==> src/rtl/bf16_accum.sv <==
// Sequential bfloat16 reduction engine: sums a stream of bf16 elements into an
// accumulator through a single Add_Sub instance and presents the result on a valid/ready port.

module Add_Sub (
    input  logic [15:0] i_a,
    input  logic [15:0] i_b,
    output logic [15:0] o_sum_c
);
    logic        w_a_nan, w_b_nan, w_a_inf, w_b_inf, w_swap, w_eff_sub, w_sticky, w_rnd;
    logic [15:0] w_big, w_sml;
    logic [7:0]  w_m_big, w_m_sml, w_d, w_m8;
    logic [10:0] w_x, w_y_ext, w_y, w_mask;
    logic [11:0] w_s, w_t;
    logic [3:0]  w_lz;
    logic [9:0]  w_exp, w_exp_r;

    assign w_a_nan = (&i_a[14:7]) & (|i_a[6:0]);
    assign w_b_nan = (&i_b[14:7]) & (|i_b[6:0]);
    assign w_a_inf = (&i_a[14:7]) & ~(|i_a[6:0]);
    assign w_b_inf = (&i_b[14:7]) & ~(|i_b[6:0]);

    // Subnormal operands are treated as zero; larger magnitude goes first.
    always_comb begin
        w_swap    = i_b[14:0] > i_a[14:0];
        w_big     = w_swap ? i_b : i_a;
        w_sml     = w_swap ? i_a : i_b;
        w_m_big   = (w_big[14:7] == 8'd0) ? 8'd0 : {1'b1, w_big[6:0]};
        w_m_sml   = (w_sml[14:7] == 8'd0) ? 8'd0 : {1'b1, w_sml[6:0]};
        w_d       = w_big[14:7] - w_sml[14:7];
        w_eff_sub = w_big[15] ^ w_sml[15];
        w_x       = {w_m_big, 3'b000};
        w_y_ext   = {w_m_sml, 3'b000};
        w_mask    = ~(11'h7FF << w_d);
        if (w_d >= 8'd11) begin
            w_y      = 11'd0;
            w_sticky = |w_m_sml;
        end else begin
            w_y      = w_y_ext >> w_d;
            w_sticky = |(w_y_ext & w_mask);
        end
        w_y[0] = w_y[0] | w_sticky;
        w_s = w_eff_sub ? ({1'b0, w_x} - {1'b0, w_y}) : ({1'b0, w_x} + {1'b0, w_y});
    end

    // Normalise, then round to nearest even on guard / sticky.
    always_comb begin
        w_lz = 4'd12;
        for (int i = 0; i < 12; i++) begin
            if (w_s[i]) w_lz = 4'(11 - i);
        end
        w_t   = w_s << w_lz;
        w_exp = {2'b00, w_big[14:7]} + 10'd1 - {6'd0, w_lz};
        w_rnd = w_t[3] & (w_t[4] | (|w_t[2:0]));
        w_m8  = {1'b0, w_t[10:4]} + 8'(w_rnd);
        w_exp_r = w_m8[7] ? (w_exp + 10'd1) : w_exp;

        if (w_a_nan || w_b_nan || (w_a_inf && w_b_inf && (i_a[15] != i_b[15])))
            o_sum_c = 16'h7FC0;
        else if (w_a_inf)
            o_sum_c = i_a;
        else if (w_b_inf)
            o_sum_c = i_b;
        else if (!w_t[11])
            o_sum_c = {i_a[15] & i_b[15], 15'd0};
        else if (w_exp_r[9] || (w_exp_r == 10'd0))
            o_sum_c = {w_big[15], 15'd0};
        else if (w_exp_r[8:0] >= 9'd255)
            o_sum_c = {w_big[15], 8'hFF, 7'd0};
        else
            o_sum_c = {w_big[15], w_exp_r[7:0], w_m8[6:0]};
    end
endmodule

module bf16_accum #(
    parameter int unsigned CNT_W = 8
) (
    input  logic             clk_i,
    input  logic             rst_i,
    input  logic             start_i,
    input  logic [CNT_W-1:0] len_i,
    input  logic [15:0]      init_i,
    input  logic             sub_i,
    input  logic             in_valid_i,
    output logic             in_ready_o,
    input  logic [15:0]      in_data_i,
    output logic             out_valid_o,
    input  logic             out_ready_i,
    output logic [15:0]      out_data_o,
    output logic             busy_o,
    output logic [CNT_W-1:0] count_o
);
    typedef enum logic [1:0] {S_IDLE, S_RUN, S_DRAIN, S_DONE} state_t;

    state_t           r_state, w_state_nxt;
    logic [15:0]      r_acc, w_acc_nxt, r_b, w_b_nxt, w_sum;
    logic             r_b_vld, w_b_vld_nxt, r_sub, w_sub_nxt;
    logic [CNT_W-1:0] r_rem, w_rem_nxt, r_count, w_count_nxt;
    logic             r_in_ready, w_in_ready_nxt, r_out_valid, w_out_valid_nxt;
    logic             r_busy, w_busy_nxt, w_hs;

    Add_Sub u_add_sub (
        .i_a     (r_acc),
        .i_b     (r_b),
        .o_sum_c (w_sum)
    );

    assign w_hs = r_in_ready & in_valid_i;

    always_comb begin
        w_state_nxt = r_state;
        w_acc_nxt   = r_b_vld ? w_sum : r_acc;
        w_b_nxt     = r_b;
        w_b_vld_nxt = 1'b0;
        w_rem_nxt   = r_rem;
        w_sub_nxt   = r_sub;
        w_count_nxt = r_count;
        case (r_state)
            S_IDLE: begin
                if (start_i) begin
                    w_acc_nxt   = init_i;
                    w_count_nxt = '0;
                    if (len_i != '0) begin
                        w_rem_nxt   = len_i;
                        w_sub_nxt   = sub_i;
                        w_state_nxt = S_RUN;
                    end else begin
                        w_state_nxt = S_DONE;
                    end
                end
            end
            S_RUN: begin
                if (w_hs) begin
                    w_b_nxt     = r_sub ? {~in_data_i[15], in_data_i[14:0]} : in_data_i;
                    w_b_vld_nxt = 1'b1;
                    w_rem_nxt   = r_rem - CNT_W'(1);
                    w_count_nxt = r_count + CNT_W'(1);
                    if (r_rem == CNT_W'(1)) w_state_nxt = S_DRAIN;
                end
            end
            S_DRAIN: w_state_nxt = S_DONE;
            S_DONE: begin
                if (out_ready_i) w_state_nxt = S_IDLE;
            end
            default: w_state_nxt = S_IDLE;
        endcase
        // Handshake outputs are registered from the state they will describe.
        w_in_ready_nxt  = (w_state_nxt == S_RUN) && (w_rem_nxt != '0);
        w_out_valid_nxt = (w_state_nxt == S_DONE);
        w_busy_nxt      = (w_state_nxt != S_IDLE);
    end

    always_ff @(posedge clk_i) begin
        if (rst_i) begin
            r_state     <= S_IDLE;
            r_acc       <= '0;
            r_b         <= '0;
            r_b_vld     <= 1'b0;
            r_rem       <= '0;
            r_sub       <= 1'b0;
            r_count     <= '0;
            r_in_ready  <= 1'b0;
            r_out_valid <= 1'b0;
            r_busy      <= 1'b0;
        end else begin
            r_state     <= w_state_nxt;
            r_acc       <= w_acc_nxt;
            r_b         <= w_b_nxt;
            r_b_vld     <= w_b_vld_nxt;
            r_rem       <= w_rem_nxt;
            r_sub       <= w_sub_nxt;
            r_count     <= w_count_nxt;
            r_in_ready  <= w_in_ready_nxt;
            r_out_valid <= w_out_valid_nxt;
            r_busy      <= w_busy_nxt;
        end
    end

    assign in_ready_o  = r_in_ready;
    assign out_valid_o = r_out_valid;
    assign out_data_o  = r_acc;
    assign busy_o      = r_busy;
    assign count_o     = r_count;
endmodule

==> config.mk <==
export PLATFORM = sky130hd
export DESIGN_NAME = bf16_accum
export DESIGN_NICKNAME = d
export VERILOG_FILES = /design/src/rtl/bf16_accum.sv
export SDC_FILE = /design/constraint.sdc
export NUM_CORES = 1
export LEC_CHECK = 0
export ABC_AREA = 0
export ABC_CLOCK_PERIOD_IN_PS = 11400
export BUFFER_PORTS_ARGS = -buffer_cell sky130_fd_sc_hd__buf_2
export CAP_MARGIN = 10
export CORE_MARGIN = 2
export CORE_UTILIZATION = 35
export CTS_BUF_LIST = sky130_fd_sc_hd__clkbuf_4 sky130_fd_sc_hd__clkbuf_8 sky130_fd_sc_hd__clkbuf_16
export DETAILED_ROUTE_END_ITERATION = 8
export PLACE_DENSITY = 0.56
export SLEW_MARGIN = 5
export SYNTH_ARGS = -nofsm -noshare
export SYNTH_HDL_FRONTEND = slang
export SYNTH_SLANG_ARGS = --single-unit
==> constraint.sdc <==
create_clock -name clk_i -period 11.4 [get_ports clk_i]
set_input_delay 1.71 -clock clk_i [delete_from_list [all_inputs] [get_ports clk_i]]
set_output_delay 1.71 -clock clk_i [all_outputs]
set_load 0.05 [all_outputs]
==> metrics.cfg <==
[logic_synthesis]
yosys.area.top_type_share_pct=14.9
synth_fa_ha_area_share_pct=8.15
syn_area_sq_um=7400
yosysSeqAreaShare_pct=14.9
synth_top_family_by_area=compound AO/OA/AOI/OAI gates
synthArstFlopShare_pct=0
synth.mux.area_fraction_pct=5.01
yosys_warnings=0
netlist_top_cells_area=dfxtp_1 (15%), ha_1 (7.6%), nand2_1 (7.2%)
syn_area_per_cell_sq_um=7.02
netlist_instances=1053
synth_fp_nets=1146
synth_top_cell_by_area=dfxtp_1
yosys.area_share.simple_pct=30.3
ys_ff_latch=55
synth_flop_cell=dfxtp_1
synth_edf_count=0
synth_xor_area_share_pct=5.21
synth-compound-area-share_pct=30.7
synth_cell_type_count=93

[global_route]
grt_pass1_vias=7620
grt_pass1_wl_microns=39800
grtUsageTotal_pct=22.1
antenna_found_initial=0
grt_max_degree=48
grt.overflow.total=0

[worst_setup_path]
required_ns=11.62
critPathKind=flop to flop
cp_max_fo=24
crit_arrival_ns=10.81
slowest_stage=ha_2
end_kind=flop
crit_end=out_data_o[0]
critPathMaxStageDelay_ns=0.60
r2r_end=out_data_o[0]
startpoint=out_data_o[7]
reg2reg_slack_ns=0.81
startpoint_type=flop
ff2ff_path_depth=39
timing.rr.start=out_data_o[7]

[run]
cap_violations=0

[floorplan]
ios=73
num_rows=53
die-area_sq_um=22300
coreArea_sq_um=20900
die_w_microns=149
fp.dieH_microns=149
start_util_pct=35.4

[final_layout]
n_antenna_cell=0
layout.nets=1194
layout_common_cells=nand2_1 (142), a21oi_1 (104), nor2_1 (98), buf_2 (72), dfxtp_1 (55)
layout_commonest_cell=nand2_1
drive_above_1_share_pct=14.2
nFillCells=2265
seqCellArea_sq_um=1100
instances_no_fill=1377
multi_input_area_sq_um=5890
syn_to_final_growth_pct=10.5

[placement]
place.gp.congestion=0.966
io_buffers=72
hpwl_microns=20100
place_ws_ns=0.653
dp_cells=1369

[clock_tree]
cts_resized=0
cts_tree=done
post_cts_buffers=0
cts.clk_slew.worst_paths_ns=0.08
cts.path.max_buffers=2
cts_buffers=5
clock_latency_ns=0.31
hold_buffers=0
cts_sinks=55
cts_root_buf=clkbuf_16
htreeDepth=2

[routing]
drtIter0Drc=599
totalWireLength_microns=25000
firstDrtPassIters=6
drc=0
viasPerCell=5.90
avgRoutedWirePerCell_microns=18.1
num_vias=8119
ant_nets=0

[timing]
fmax_ghz=0.0944
maxSlewViolCount=0
post-route-period-util_pct=92.9
fin_skew_ns=0.0131
tns_ns=0
period_minus_slack_ns=10.59
tightest_slew_ns=1.07
hold_viol=0
slew_headroom_pct=28.0
worst_slack_ns=0.808
rsz0062_at_grt=false
finalSetupViolations=0

[run_status]
outcome=completed

[min_path]
hold_path.class=flop to flop

-- final cells by class --
class	count	area share (%)
repair buffers	89	5.97
clock inverters	3	0.322
flip-flops and latches	55	13.5
well taps	275	4.21
multi-input cells	898	72.1
inverters	52	2.39
clock buffers	5	1.53
-- worst max-delay path: cells and delay by family (launching register included) --
| kind | cells | cell delay [ns] |
|---|---|---|
| AND/OR/NAND/NOR | 14 | 4.03 |
| AO/OA/AOI/OAI | 15 | 3.41 |
| adder cells (fa/ha/maj) | 3 | 1.23 |
| XOR/XNOR | 2 | 0.58 |
| buffers and inverters | 4 | 0.49 |
| flip-flops | 1 | 0.48 |
| multiplexers | 1 | 0.27 |
-- synthesized netlist by cell type (all sizes together), types with 5 or more instances --
library cell  number
nand3b             8
buf               18
nor2b             14
mux2i             22
a21o              13
o22ai              7
or3               13
xor2              18
o211ai            12
a21oi            107
clkbuf            30
and3              15
a41oi              5
o21ai             56
nor4              14
dfxtp             55
a22oi              5
nand2            142
nor2              99
mux2              13
xnor2             26
inv               52
a31oi             11
o31ai              9
nor3              34
a211o              8
o21a              11
ha                45
a2111oi            5
nand2b            13
o32ai              7
or4                5
and2               8
nand4             18
nand3             36
or2                9
a211oi            19
-- registers in the layout, summed over array words and instances, names as in the netlist --
name / flops
out_data_o: 16
r_b: 16
count_o: 8
r_rem: 8
r_state: 2
busy_o: 1
in_ready_o: 1
out_valid_o: 1
r_b_vld: 1
r_sub: 1
-- cells by family after synthesis --
family                     after synthesis
muxes                                   35
xor gates and xnor gates                44
adders and majority gates               47
DFF                                     55
AOI/OAI and AO/OA                      329
buffers and inverters                  100
and+or+nand+nor                        443
-- through the flow --
step	utilization (%)	instance area (sq um)	hold slack, ns
final	39.1	8170	0.488
after global routing	39.1	8170	0.522
after CTS	39.1	8160	0.495
after floorplan	-	7400	0.478
after detailed placement	38.3	8010	0.483
after global placement	38.3	8010	0.476
-- worst min-delay path by stage --
stage	startpoint	end	slack, ns	cells after the start
final	count_o[7]	count_o[7]	0.49	2
after global placement	count_o[7]	count_o[7]	0.48	2
after floorplan	r_b[14]	r_b[14]	0.48	2
after detailed placement	count_o[7]	count_o[7]	0.48	2
after global routing	count_o[7]	count_o[7]	0.52	2
after CTS	count_o[7]	count_o[7]	0.49	2
-- metal layers --
layer,global-route usage [%],share of wire (%)
met2,37.5,47
met3,2.69,6.1
met5,0,0
met1,29.6,45
met4,6.05,2.3
Power is not shown: default switching activity piles up to over one toggle a cycle in this logic, so the estimate is an artifact.
